File: src/rtl/pwm_generator_verilog.sv
// Breathing-LED PWM: free-running counter compared against a triangle-ramped duty with holds.
// Define BREATHE_GAMMA_EN to square the duty (duty*duty >> PWM_WIDTH) for perceptual linearity.
module pwm_generator_verilog #(
  parameter int PWM_WIDTH    = 8,
  parameter int SLOW_PERIODS = 4,
  parameter int FAST_PERIODS = 1,
  parameter int HOLD_STEPS   = 2
) (
  input  logic clk,
  input  logic rst,
  input  logic speed_ctrl,
  output logic led_out
);

  localparam int PER_MAX   = (SLOW_PERIODS > FAST_PERIODS) ? SLOW_PERIODS : FAST_PERIODS;
  localparam int PER_W     = $clog2(PER_MAX + 1);
  localparam int HOLD_W    = (HOLD_STEPS > 0) ? $clog2(HOLD_STEPS + 1) : 1;
  localparam int HOLD_LAST = (HOLD_STEPS > 0) ? HOLD_STEPS - 1 : 0;

  localparam logic [PWM_WIDTH-1:0] MAX      = '1;
  localparam logic [PWM_WIDTH-1:0] DUTY_ONE = PWM_WIDTH'(1);
  localparam logic [PER_W-1:0]     PER_ONE  = PER_W'(1);
  localparam logic [HOLD_W-1:0]    HOLD_ONE = HOLD_W'(1);

  typedef enum logic [1:0] {RISE, HOLD_TOP, FALL, HOLD_BOT} state_t;

  state_t               state_q, state_d;
  logic [PWM_WIDTH-1:0] pwmCnt_q;
  logic [PWM_WIDTH-1:0] duty_q, duty_d;
  logic [PER_W-1:0]     periodCnt_q, periodCnt_d;
  logic [HOLD_W-1:0]    holdCnt_q, holdCnt_d;
  logic [1:0]           speedSync_q;
  logic                 ledOut_q;

  logic                 periodEnd;
  logic                 stepTick;
  logic [PER_W-1:0]     limitM1;
  logic [PWM_WIDTH-1:0] dutyEff;

  assign periodEnd = (pwmCnt_q == MAX);
  assign limitM1   = speedSync_q[1] ? PER_W'(FAST_PERIODS - 1) : PER_W'(SLOW_PERIODS - 1);
  // Using >= lets a switch to a shorter limit tick at the very next period end.
  assign stepTick  = periodEnd && (periodCnt_q >= limitM1);

`ifdef BREATHE_GAMMA_EN
  logic [2*PWM_WIDTH-1:0] dutySq;
  assign dutySq  = {{PWM_WIDTH{1'b0}}, duty_q} * {{PWM_WIDTH{1'b0}}, duty_q};
  assign dutyEff = dutySq[2*PWM_WIDTH-1:PWM_WIDTH];
`else
  assign dutyEff = duty_q;
`endif

  always_comb begin
    periodCnt_d = periodCnt_q;
    if (periodEnd) begin
      periodCnt_d = stepTick ? '0 : periodCnt_q + PER_ONE;
    end
  end

  // Duty only moves on a step tick, which coincides with the counter wrap.
  always_comb begin
    state_d   = state_q;
    duty_d    = duty_q;
    holdCnt_d = holdCnt_q;
    if (stepTick) begin
      case (state_q)
        RISE: begin
          duty_d = duty_q + DUTY_ONE;
          if (duty_q == MAX - DUTY_ONE) begin
            state_d = (HOLD_STEPS == 0) ? FALL : HOLD_TOP;
          end
        end
        HOLD_TOP: begin
          if (holdCnt_q == HOLD_W'(HOLD_LAST)) begin
            holdCnt_d = '0;
            state_d   = FALL;
          end else begin
            holdCnt_d = holdCnt_q + HOLD_ONE;
          end
        end
        FALL: begin
          duty_d = duty_q - DUTY_ONE;
          if (duty_q == DUTY_ONE) begin
            state_d = (HOLD_STEPS == 0) ? RISE : HOLD_BOT;
          end
        end
        HOLD_BOT: begin
          if (holdCnt_q == HOLD_W'(HOLD_LAST)) begin
            holdCnt_d = '0;
            state_d   = RISE;
          end else begin
            holdCnt_d = holdCnt_q + HOLD_ONE;
          end
        end
        default: state_d = RISE;
      endcase
    end
  end

  always_ff @(posedge clk or posedge rst) begin
    if (rst) begin
      state_q     <= RISE;
      pwmCnt_q    <= '0;
      duty_q      <= '0;
      periodCnt_q <= '0;
      holdCnt_q   <= '0;
      speedSync_q <= '0;
      ledOut_q    <= 1'b0;
    end else begin
      state_q     <= state_d;
      pwmCnt_q    <= pwmCnt_q + DUTY_ONE;
      duty_q      <= duty_d;
      periodCnt_q <= periodCnt_d;
      holdCnt_q   <= holdCnt_d;
      speedSync_q <= {speedSync_q[0], speed_ctrl};
      ledOut_q    <= (pwmCnt_q < dutyEff);
    end
  end

  assign led_out = ledOut_q;

endmodule

File: config.mk
export PLATFORM = sky130hd
export DESIGN_NAME = pwm_generator_verilog
export DESIGN_NICKNAME = d
export VERILOG_FILES = /design/src/rtl/pwm_generator_verilog.sv
export SDC_FILE = /design/constraint.sdc
export NUM_CORES = 1
export LEC_CHECK = 0
export BUFFER_PORTS_ARGS = -buffer_cell sky130_fd_sc_hd__buf_2
export CAP_MARGIN = 0
export CORE_UTILIZATION = 42
export DETAILED_ROUTE_END_ITERATION = 16
export HOLD_SLACK_MARGIN = 0.02
export PLACE_DENSITY_LB_ADDON = 0.3
export SLEW_MARGIN = 10
export SYNTH_ARGS = -nofsm -noshare
export SYNTH_HDL_FRONTEND = slang
export SYNTH_SLANG_ARGS = --single-unit
File: constraint.sdc
create_clock -name clk -period 2.9 [get_ports clk]
set_input_delay 0.145 -clock clk [delete_from_list [all_inputs] [get_ports clk]]
set_output_delay 0.145 -clock clk [all_outputs]
set_load 0.03 [all_outputs]
==> After elaboration in Yosys (flattened, before gate mapping) <==
Index checks and enable logic that the tools add are counted.
{ "totals": {"in_bits": 3, "register_bits": 26, "out_inout_bits": 1, "elab_cells": 41} }
{ "classes": {"muxes": 9, "magnitude_cmp": 2, "eq_ne": 11, "add_sub_neg": 5, "reduce_logical": 7} }
{ "ops": {"columns": ["op", "count"], "rows": [
  ["$add A8 B1 Y8 const B", 2],
  ["$eq A8 B8 Y1 const B", 2],
  ["$pmux W8 S2", 1],
  ["$mux W2", 6],
  ["$eq A8 B1 Y1 const B", 1],
  ["$lt A8 B8 Y1", 1],
  ["$ne A2 B2 Y1 const B", 4],
  ["$pmux W2 S4", 1],
  ["$sub A8 B1 Y8 const B", 1],
  ["$reduce_and A5 Y1", 1],
  ["$eq A2 B1 Y1 const B", 2],
  ["$eq A2 B2 Y1 const B", 2],
  ["$reduce_and A2 Y1", 2],
  ["$add A3 B1 Y3 const B", 1],
  ["$ge A3 B2 Y1", 1],
  ["$mux W3", 1],
  ["$add A2 B1 Y2 const B", 1],
  ["$logic_not A2 Y1", 1],
  ["$reduce_bool A2 Y1", 1],
  ["$reduce_or A2 Y1", 1],
  ["$logic_and A1 B1 Y1", 1]
]} }

==> Depth between registers and ports, before layout <==
Gate-level depths: netlist (run 1).
{ "logic_depth": {"word_depth": 4, "ltp_mapped": 8, "mapped_depth_nobuf": 7} }

==> Least setup slack after synthesis (run 1) <==
No wires, ideal clock.
{ "synth_timing": {"path_kind": "flip-flop to flip-flop", "start": "register duty_q[2], in the netlist dutyEff[2]", "end": "register state_q[1]", "path_stages_with_launch": 6, "synth_period_minus_slack_ns": 1.869, "arrival_ns": 1.742, "setup_time_ns": 0.128, "n_path_buf": 0, "path_slack_ns": 1.031, "t_required_ns": 2.772, "path_cell_list": "dfrtp_1 > or4_4 > nor4b_2 > o211ai_1 > nor2_2 > mux2_1"} }
{ "synth_between": {"elab_chain_cells": 3, "word_cells_on_any_way": 5, "classes_between": "eq/ne: 4; reduce/logical: 1"} }
{ "synth_rtl": {"columns": ["element", "line_no", "source"], "rows": [
  ["from (decl)", "29", "logic [PWM_WIDTH-1:0] duty_q, duty_d;"],
  ["from (signal assigned)", "112", "duty_q <= duty_d;"],
  ["$eq A8 B1 Y1 / $eq A8 B8 Y1 (equally long branches)", "83, 69", null],
  ["$ne A2 B2 Y1 (no line)", null, null],
  ["$reduce_and A5 Y1 (no line) *", null, null],
  ["to (signal assigned)", "110", "state_q <= state_d;"],
  ["to (decl)", "27", "state_t state_q, state_d;"]
]} }
Mark *: on every way between the ends. The rest lies on a longest branch, timed or not.
A chain may end at the register's enable or synchronous reset.

==> Worst setup path after layout (run 1) <==
Ends and elaborated chain as after synthesis.

==> impl_metrics.toml, run 1 <==
[min_path]
hp-class = "in2async"

[setup_path]
cp_slowest_cell = "or4_4"
cp.buffers_inverters = 0
endpoint_kind = "flop"
crit_family = "simple AND/OR/NAND/NOR gates"
worstPathCellList = "or4_4, nor4b_2, o211ai_1, nor2_2, mux2_1"
arrival_ns = 2.19
cp.required_ns = 3.11
worstSetupPathType = "reg2reg"
max_stage_delay_ns = 0.56
cp-start-kind = "flop"
worstPathMaxFanout = 6
rrSetupSlack_ns = 0.92

[routing]
vias = 989
drtIter0Drc = 46
dr.pass1.iters = 4
wl_per_cell_um = 12.8
wl_met3_um = 64
maxUsedRoutingLayer = "met4"
routed_wl_mm = 2.45
dr_wl_met2_mm = 1.21
viasPerCell = 5.18
drc = 0
ant_nets = 0
met1_length_mm = 1.15

[timing]
finalCritPeriodShare_pct = 68.4
skew_ns = 0.00437
hold_viol_final = 0
worst_pin_slew_ns = 0.954
setup_slack_ns = 0.917
timing.hold.ws_ns = 0.0265
relSlewSlack_pct = 36.3
finalSetupTns_ns = 0
fmax_mhz = 504
maxSlewViolCount = 0
finalCriticalPeriod_ns = 1.98
rsz0062_at_grt = "false"
finalSetupViolations = 0

[synthesis]
synth_top_area_share_pct = 44.6
yosys_most_used_dff = "dfrtp_1"
synth_seq_cells = 26
synth.largest_area_cell = "dfrtp_1"
synth_common_cells = "dfrtp_1, ha_1, inv_1"
async_flop_share_pct = 100
yosysWarnings = 0
mappedNetlistArea_um2 = 1460
yosysMostFrequentCell = "dfrtp_1"
synth-seq-area-share_pct = 44.6
synth_area_per_cell_um2 = 10.4
synth_edf_count = 0
synthTopCellsByArea = "dfrtp_1, ha_1, xnor2_1, inv_1, a21oi_1"
syn-num-nets = 162
syn_inst = 140
synth_cell_types = 33

[clock_tree]
tritoncts = "built"
clock_latency_ns = 0.31
cts_resized = 0
h-tree-depth = 1
path_clk_slew_ns = 0.13
cts_buffer_depth = 2
cts_buffers = 3
root_buffer = "clkbuf_4"
clock_sinks = 26

[global_route]
grt_first_pass_wirelength_mm = 4.39
grt_use_total_pct = 16.4
grt_antenna_before_repair = 0
grt_remaining_overflow = 0
grt_max_degree = 27
grt_pass1_vias = 1029

[placement]
dp_cells = 187
place_area_um2 = 1520
gp_congestion = 0.834
place_worst_setup_slack_ns = 0.945
port_buffers = 3
dp_hpwl_mm = 1.91

[layout]
fillCellCount = 324
fin_area_um2 = 1560
fin_nets = 169
multi_input_area_um2 = 737
fin_cells = 191
fin_util_pct = 46.6
seqCellArea_um2 = 651
syn_to_final_growth_pct = 6.60
drive_above_1_share_pct = 7.59
diodes = 0

[floorplanning]
die_area_um2 = 3720
initial_core_util_pct = 43.8
die_w_um = 61.0
io_pins = 4
core_area_um2 = 3340
die_y_um = 61.0
rows = 21

[pwr]
power_leakage_nw = 0.720
ir_drop_v = 0.000289
p_total_mw = 0.524
power_density_nw_per_um2 = 337

[outcome]
outcome = "completed"

[flow_run]
drv_cap = 0
## final timing paths
kind | from | to | cells after the start
worst max register to register | dutyEff[2]$_DFFE_PP0P_ | state_q[1]$_DFFE_PP0P_ | 5
worst min-delay path | rst | pwmCnt_q[6]$_DFF_PP0_ | 2
max in group asynchronous | rst | state_q[1]$_DFFE_PP0P_ | 2
min in group clk | speedSync_q[0]$_DFF_PP0_ | speedSync_q[1]$_DFF_PP0_ | 0
worst min register to register | speedSync_q[0]$_DFF_PP0_ | speedSync_q[1]$_DFF_PP0_ | 0
worst max-delay path | dutyEff[2]$_DFFE_PP0P_ | state_q[1]$_DFFE_PP0P_ | 5
## power by group
part / switching, mW / internal [mW] / total (mW)
logic: 0.00962 / 0.00412 / 0.0137
clock network: 0.0970 / 0.0486 / 0.146
registers: 0.000605 / 0.364 / 0.364
## logic make-up (layout without fill, tap and decap cells)
kind of cell / after synthesis / count (layout) / share of synthesized area [%]
AO/OA/AOI/OAI: 25 / 25 / 11.7
XOR/XNOR: 15 / 15 / 9.00
adder cells (fa/ha/maj): 19 / 19 / 16.3
flip-flops: 26 / 26 / 44.6
multiplexers: 1 / 1 / 0.771
buffers and inverters: 19 / 24 / 4.97
AND/OR/NAND/NOR: 35 / 35 / 12.8
## layer usage
layer,vias to the layer above,track usage [%]
li1,491,-
met1,487,19.6
met2,9,29.0
met3,2,4.48
met4,0,4.55
met5,-,0
## sequential cells by signal, summed over array words and instances (netlist names)
signal / cells
periodCnt_q: 3
holdCnt_q: 2
speedSync_q: 2
pwmCnt_q: 8
led_out: 1
state_q: 2
dutyEff: 8
## layout make-up
type                       count  share of cell area, %
sequential                    26                   41.8
clock buffer                   3                   1.45
multi-input combinational     95                   47.3
timing repair buffer           4                   1.61
inverter                      17                   4.10
tap                           46                   3.70
## cell usage in the layout, fill, tap and decap left out, types with 2 or more instances in the layout
master,instances
dfrtp_1,26
ha_1,19
inv_1,16
xnor2_1,11
nor2_1,9
a21oi_1,7
nand3_1,6
nand2_1,5
and3_1,5
xor2_1,4
o21ai_0,4
nand4_1,3
nor3_1,3
clkbuf_4,3
buf_2,3
o22a_1,2
o22ai_1,2
## what timing repair did
| item | CTS | global route |
|---|---|---|
| endpoints found under the hold margin | 1 | 0 |
| setup buffers | 0 | 0 |
| hold buffers | 1 | 0 |
Power figures use the tool's default switching activity.
==> inputs of run 2 (changes only) <==
clock period = 1.6 ns   (was 2.9 ns; I/O delays follow)
==> impl_metrics.toml, run 2 (same netlist as run 1, synthesis figures left out) <==
[timing]
finalCriticalPeriod_ns = 1.86
maxSlewViolCount = 0
fmax_mhz = 537
skew_ns = 0.0148
finalSetupViolations = 11
setup_slack_ns = -0.262
finalCritPeriodShare_pct = 116
rsz0062_at_grt = "true"
hold_viol_final = 0
relSlewSlack_pct = 77.7
finalSetupTns_ns = -0.862
worst_pin_slew_ns = 0.334

[clock_tree]
clock_latency_ns = 0.33
tritoncts = "built"
h-tree-depth = 1
path_clk_slew_ns = 0.15
cts_buffer_depth = 2
clock_sinks = 26
cts_buffers = 3
root_buffer = "clkbuf_4"

[floorplanning]
die_area_um2 = 3720
io_pins = 4
die_y_um = 61.0
initial_core_util_pct = 43.8
die_w_um = 61.0
core_area_um2 = 3340
rows = 21

[layout]
fillCellCount = 275
fin_nets = 203
drive_above_1_share_pct = 36.7
mostFrequentLayoutCell = "buf_4"
fin_area_um2 = 1990
fin_util_pct = 59.5
diodes = 0
layout_common_cells = "buf_4, dfrtp_1, ha_1, inv_1, xnor2_1"
syn_to_final_growth_pct = 36.1

[placement]
port_buffers = 3
gp_congestion = 0.862
dp_hpwl_mm = 2.16
place_area_um2 = 1730

[setup_path]
endpoint_kind = "flop"
rrSetupSlack_ns = -0.26
arrival_ns = 2.10
rr_worst_depth = 5
r2r_start = "dutyEff[5]$_DFFE_PP0P_"
cp-start-kind = "flop"
worstPathMaxFanout = 2
worstSetupPathType = "reg2reg"
cp.required_ns = 1.84
r2r-end = "state_q[1]$_DFFE_PP0P_"

[pwr]
ir_drop_v = 0.000419
power_leakage_nw = 0.938
power_density_nw_per_um2 = 586
p_total_mw = 1.16

[routing]
dr.pass1.iters = 4
vias = 1126
drc = 0
wl_per_cell_um = 13.9
ant_nets = 0
routed_wl_mm = 3.14
viasPerCell = 4.98
drtIter0Drc = 38

[global_route]
grt_pass1_vias = 1296
grt_max_degree = 27
grt_use_total_pct = 20.6
grt_first_pass_wirelength_mm = 5.45
grt_antenna_before_repair = 0
grt_remaining_overflow = 0

[outcome]
outcome = "finished with violations"
violations = "setup timing"

[flow_run]
drv_cap = 0

[min_path]
hp-class = "in2async"
run 2: worst max-delay path by stage:
stage                           start                      to
2_1_floorplan  dutyEff[3]$_DFFE_PP0P_  state_q[1]$_DFFE_PP0P_
3_3_place_gp   dutyEff[5]$_DFFE_PP0P_  state_q[1]$_DFFE_PP0P_
3_5_place_dp   dutyEff[5]$_DFFE_PP0P_  state_q[1]$_DFFE_PP0P_
4_1_cts        dutyEff[5]$_DFFE_PP0P_  state_q[1]$_DFFE_PP0P_
5_1_grt        dutyEff[5]$_DFFE_PP0P_  state_q[1]$_DFFE_PP0P_
6_report       dutyEff[5]$_DFFE_PP0P_  state_q[1]$_DFFE_PP0P_
run 2: critical path: stages, from the launching register on:
cell and delay [ns]:
dfrtp_1 0.41, or4_4 0.55, nor4b_2 0.22, o211ai_1 0.14, nor2_2 0.14, mux2_4 0.31
run 2: where the power goes:
group | internal, mW | switching, mW
sequential | 0.660 | 0.00135
clock | 0.253 | 0.203
combinational | 0.0205 | 0.0258
total | 0.934 | 0.230
run 2: cell type report:
type | count | area [um2] | share of cell area (%)
Clock buffer | 3 | 22.5 | 1.13
Clock inverter | 1 | 30.0 | 1.51
Inverter | 17 | 63.8 | 3.21
Multi-Input combinational cell | 96 | 880 | 44.3
Sequential cell | 26 | 651 | 32.7
Tap cell | 46 | 57.6 | 2.90
Timing Repair Buffer | 37 | 283 | 14.2
run 2: metrics by stage:
step           hold slack (ns)  std cells  worst slack [ns]
3_3_place_gp             0.141        212            -0.245
3_5_place_dp             0.160        212            -0.294
5_1_grt                  0.372        226            -0.317
4_1_cts                  0.327        224            -0.258
2_1_floorplan            0.111        140            -0.250
6_report                 0.336        226            -0.262
run 2: per-layer routing:
layer	share of wire [%]	track usage (%)	routed length [um]
met4	1.2	5.52	38
met2	51	38.3	1590
met3	2.8	4.69	89
met5	0	0	0
met1	45	23.6	1420
run 2: what timing repair did:
item | CTS | global route
gates cloned | 1 | 0
gates resized for setup | 15 | 12
hold buffers | 2 | 0
buffers inserted | 6 | 3
setup endpoints to repair | 13 | 16
endpoints found under the hold margin | 27 | 0
pin swaps | 14 | 7
==> inputs of run 3 (changes only) <==
BUFFER_PORTS_ARGS = not set   (was -buffer_cell sky130_fd_sc_hd__buf_2)
DONT_BUFFER_PORTS = 1   (was not set)
==> impl_metrics.toml, run 3 (same netlist as run 1, synthesis figures left out) <==
[layout]
mostFrequentLayoutCell = "buf_4"
multi_input_area_um2 = 891
layout_common_cells = "buf_4, dfrtp_1, ha_1, inv_1, xnor2_1"
syn_to_final_growth_pct = 34.4
fillCellCount = 292
drive_above_1_share_pct = 36.9
seqCellArea_um2 = 653
diodes = 0
fin_nets = 199

[global_route]
grt_antenna_before_repair = 0
grt_first_pass_wirelength_mm = 5.35
grt_max_degree = 18
grt_pass1_vias = 1253
grt_use_total_pct = 20.3
grt_remaining_overflow = 0

[routing]
routed_wl_mm = 3.35
vias = 1149
dr.pass1.iters = 4
drc = 0
drtIter0Drc = 39
wl_per_cell_um = 15.1
ant_nets = 0
viasPerCell = 5.18

[floorplanning]
die_area_um2 = 3720
die_w_um = 61.0
die_y_um = 61.0
io_pins = 4
initial_core_util_pct = 43.8
rows = 21
core_area_um2 = 3340

[pwr]
swShare_pct = 22.0
p_sw_mw = 0.231
power_leakage_nw = 0.905
power_density_nw_per_um2 = 535
power_frac_seq_pct = 63.0
p_total_mw = 1.05
p_clk_share_pct = 32.6
p_int_mw = 0.819
comb_power_share_pct = 4.4
ir_drop_v = 0.000470

[setup_path]
cp.required_ns = 1.83
worstPathMaxFanout = 2
crit_family = "simple AND/OR/NAND/NOR gates"
worstSetupPathType = "reg2reg"
endpoint_kind = "flop"
cp_slowest_cell = "or4_4"
max_stage_delay_ns = 0.57
cp.buffers_inverters = 0
cp-start-kind = "flop"
arrival_ns = 2.13
worstPathCellList = "or4_4, nor4b_4, o211ai_1, nor2_2, mux2_4"

[timing]
finalCriticalPeriod_ns = 1.90
skew_ns = 0.00245
rsz0062_at_grt = "true"
finalSetupTns_ns = -1.12
fmax_mhz = 527
finalSetupViolations = 12
setup_slack_ns = -0.297
finalCritPeriodShare_pct = 119
maxSlewViolCount = 0
hold_viol_final = 0
relSlewSlack_pct = 74.9
worst_pin_slew_ns = 0.376

[clock_tree]
clock_sinks = 26
cts_buffer_depth = 2
root_buffer = "clkbuf_4"
path_clk_slew_ns = 0.14
tritoncts = "built"
clock_latency_ns = 0.32
cts_buffers = 3
h-tree-depth = 1

[placement]
port_buffers = 0
dp_hpwl_mm = 2.29
gp_congestion = 0.781

[outcome]
violations = "setup timing"
outcome = "finished with violations"

[min_path]
hp-class = "in2async"

[flow_run]
drv_cap = 0
[run 3: cell types whose count changed in the layout (fill, tap and decap cells not counted), sizes merged]
cell / previous run / this run
buf: 35 / 31
bufinv: 1 / 0
clkbuf: 3 / 4
[run 3: final timing paths]
kind,startpoint,to,slack [ns],depth (start not counted)
max,dutyEff[5]$_DFFE_PP0P_,state_q[1]$_DFFE_PP0P_,-0.30,5
min,rst,led_out$_DFF_PP0_,0.15,2
max reg2reg,dutyEff[5]$_DFFE_PP0P_,state_q[1]$_DFFE_PP0P_,-0.30,5
min reg2reg,speedSync_q[0]$_DFF_PP0_,speedSync_q[1]$_DFF_PP0_,0.37,0
max in group asynchronous,rst,dutyEff[7]$_DFFE_PP0P_,0.86,3
min in group clk,speed_ctrl,speedSync_q[0]$_DFF_PP0_,0.32,1
[run 3: timing repair]
action / 4_1_cts / 5_1_grt
buffers inserted: 3 / 3
endpoints found under the hold margin: 27 / 0
gates cloned: 1 / 0
pin swaps: 14 / 5
hold buffers: 2 / 0
setup endpoints to repair: 12 / 15
gates resized for setup: 19 / 12
[run 3: stage by stage]
stage	hold WS, ns	util (%)	instances	worst slack [ns]	area (um2)
2_1_floorplan	0.111	-	140	-0.250	1480
3_3_place_gp	-0.0566	51.6	210	-0.241	1720
3_5_place_dp	-0.0373	51.6	210	-0.295	1720
4_1_cts	0.150	56.9	220	-0.275	1900
5_1_grt	0.181	58.8	222	-0.377	1960
6_report	0.154	58.8	222	-0.297	1960
[run 3: layer usage]
metal	vias to the layer above	GRT usage [%]	routed length (um)
li1	557	-	-
met1	571	22.3	1430
met2	15	38.1	1800
met3	6	4.05	62
met4	0	7.79	64
met5	-	0	0
[run 3: power by group through the flow]
stage               clock, mW  sequential [mW]  combinational [mW]
finish                  0.342            0.661              0.0464
global route            0.374            0.661              0.0510
CTS                     0.350            0.661              0.0417
detailed placement          0            0.673              0.0264
global placement            0            0.673              0.0238
floorplan                   0            0.673              0.0177
[run 3: final cells by class]
class / count / area share [%]
clock buffer: 4 / 1.85
multi-input combinational: 96 / 45.4
timing repair buffer: 33 / 13.3
tap: 46 / 2.93
inverter: 17 / 3.25
sequential: 26 / 33.3
[run 3: worst reg2reg max path: cells and delay by family (launching register included)]
| family | cells | cell delay [ns] |
|---|---|---|
| flip-flops | 1 | 0.41 |
| AO/OA/AOI/OAI | 1 | 0.14 |
| AND/OR/NAND/NOR | 3 | 0.95 |
| multiplexers | 1 | 0.31 |
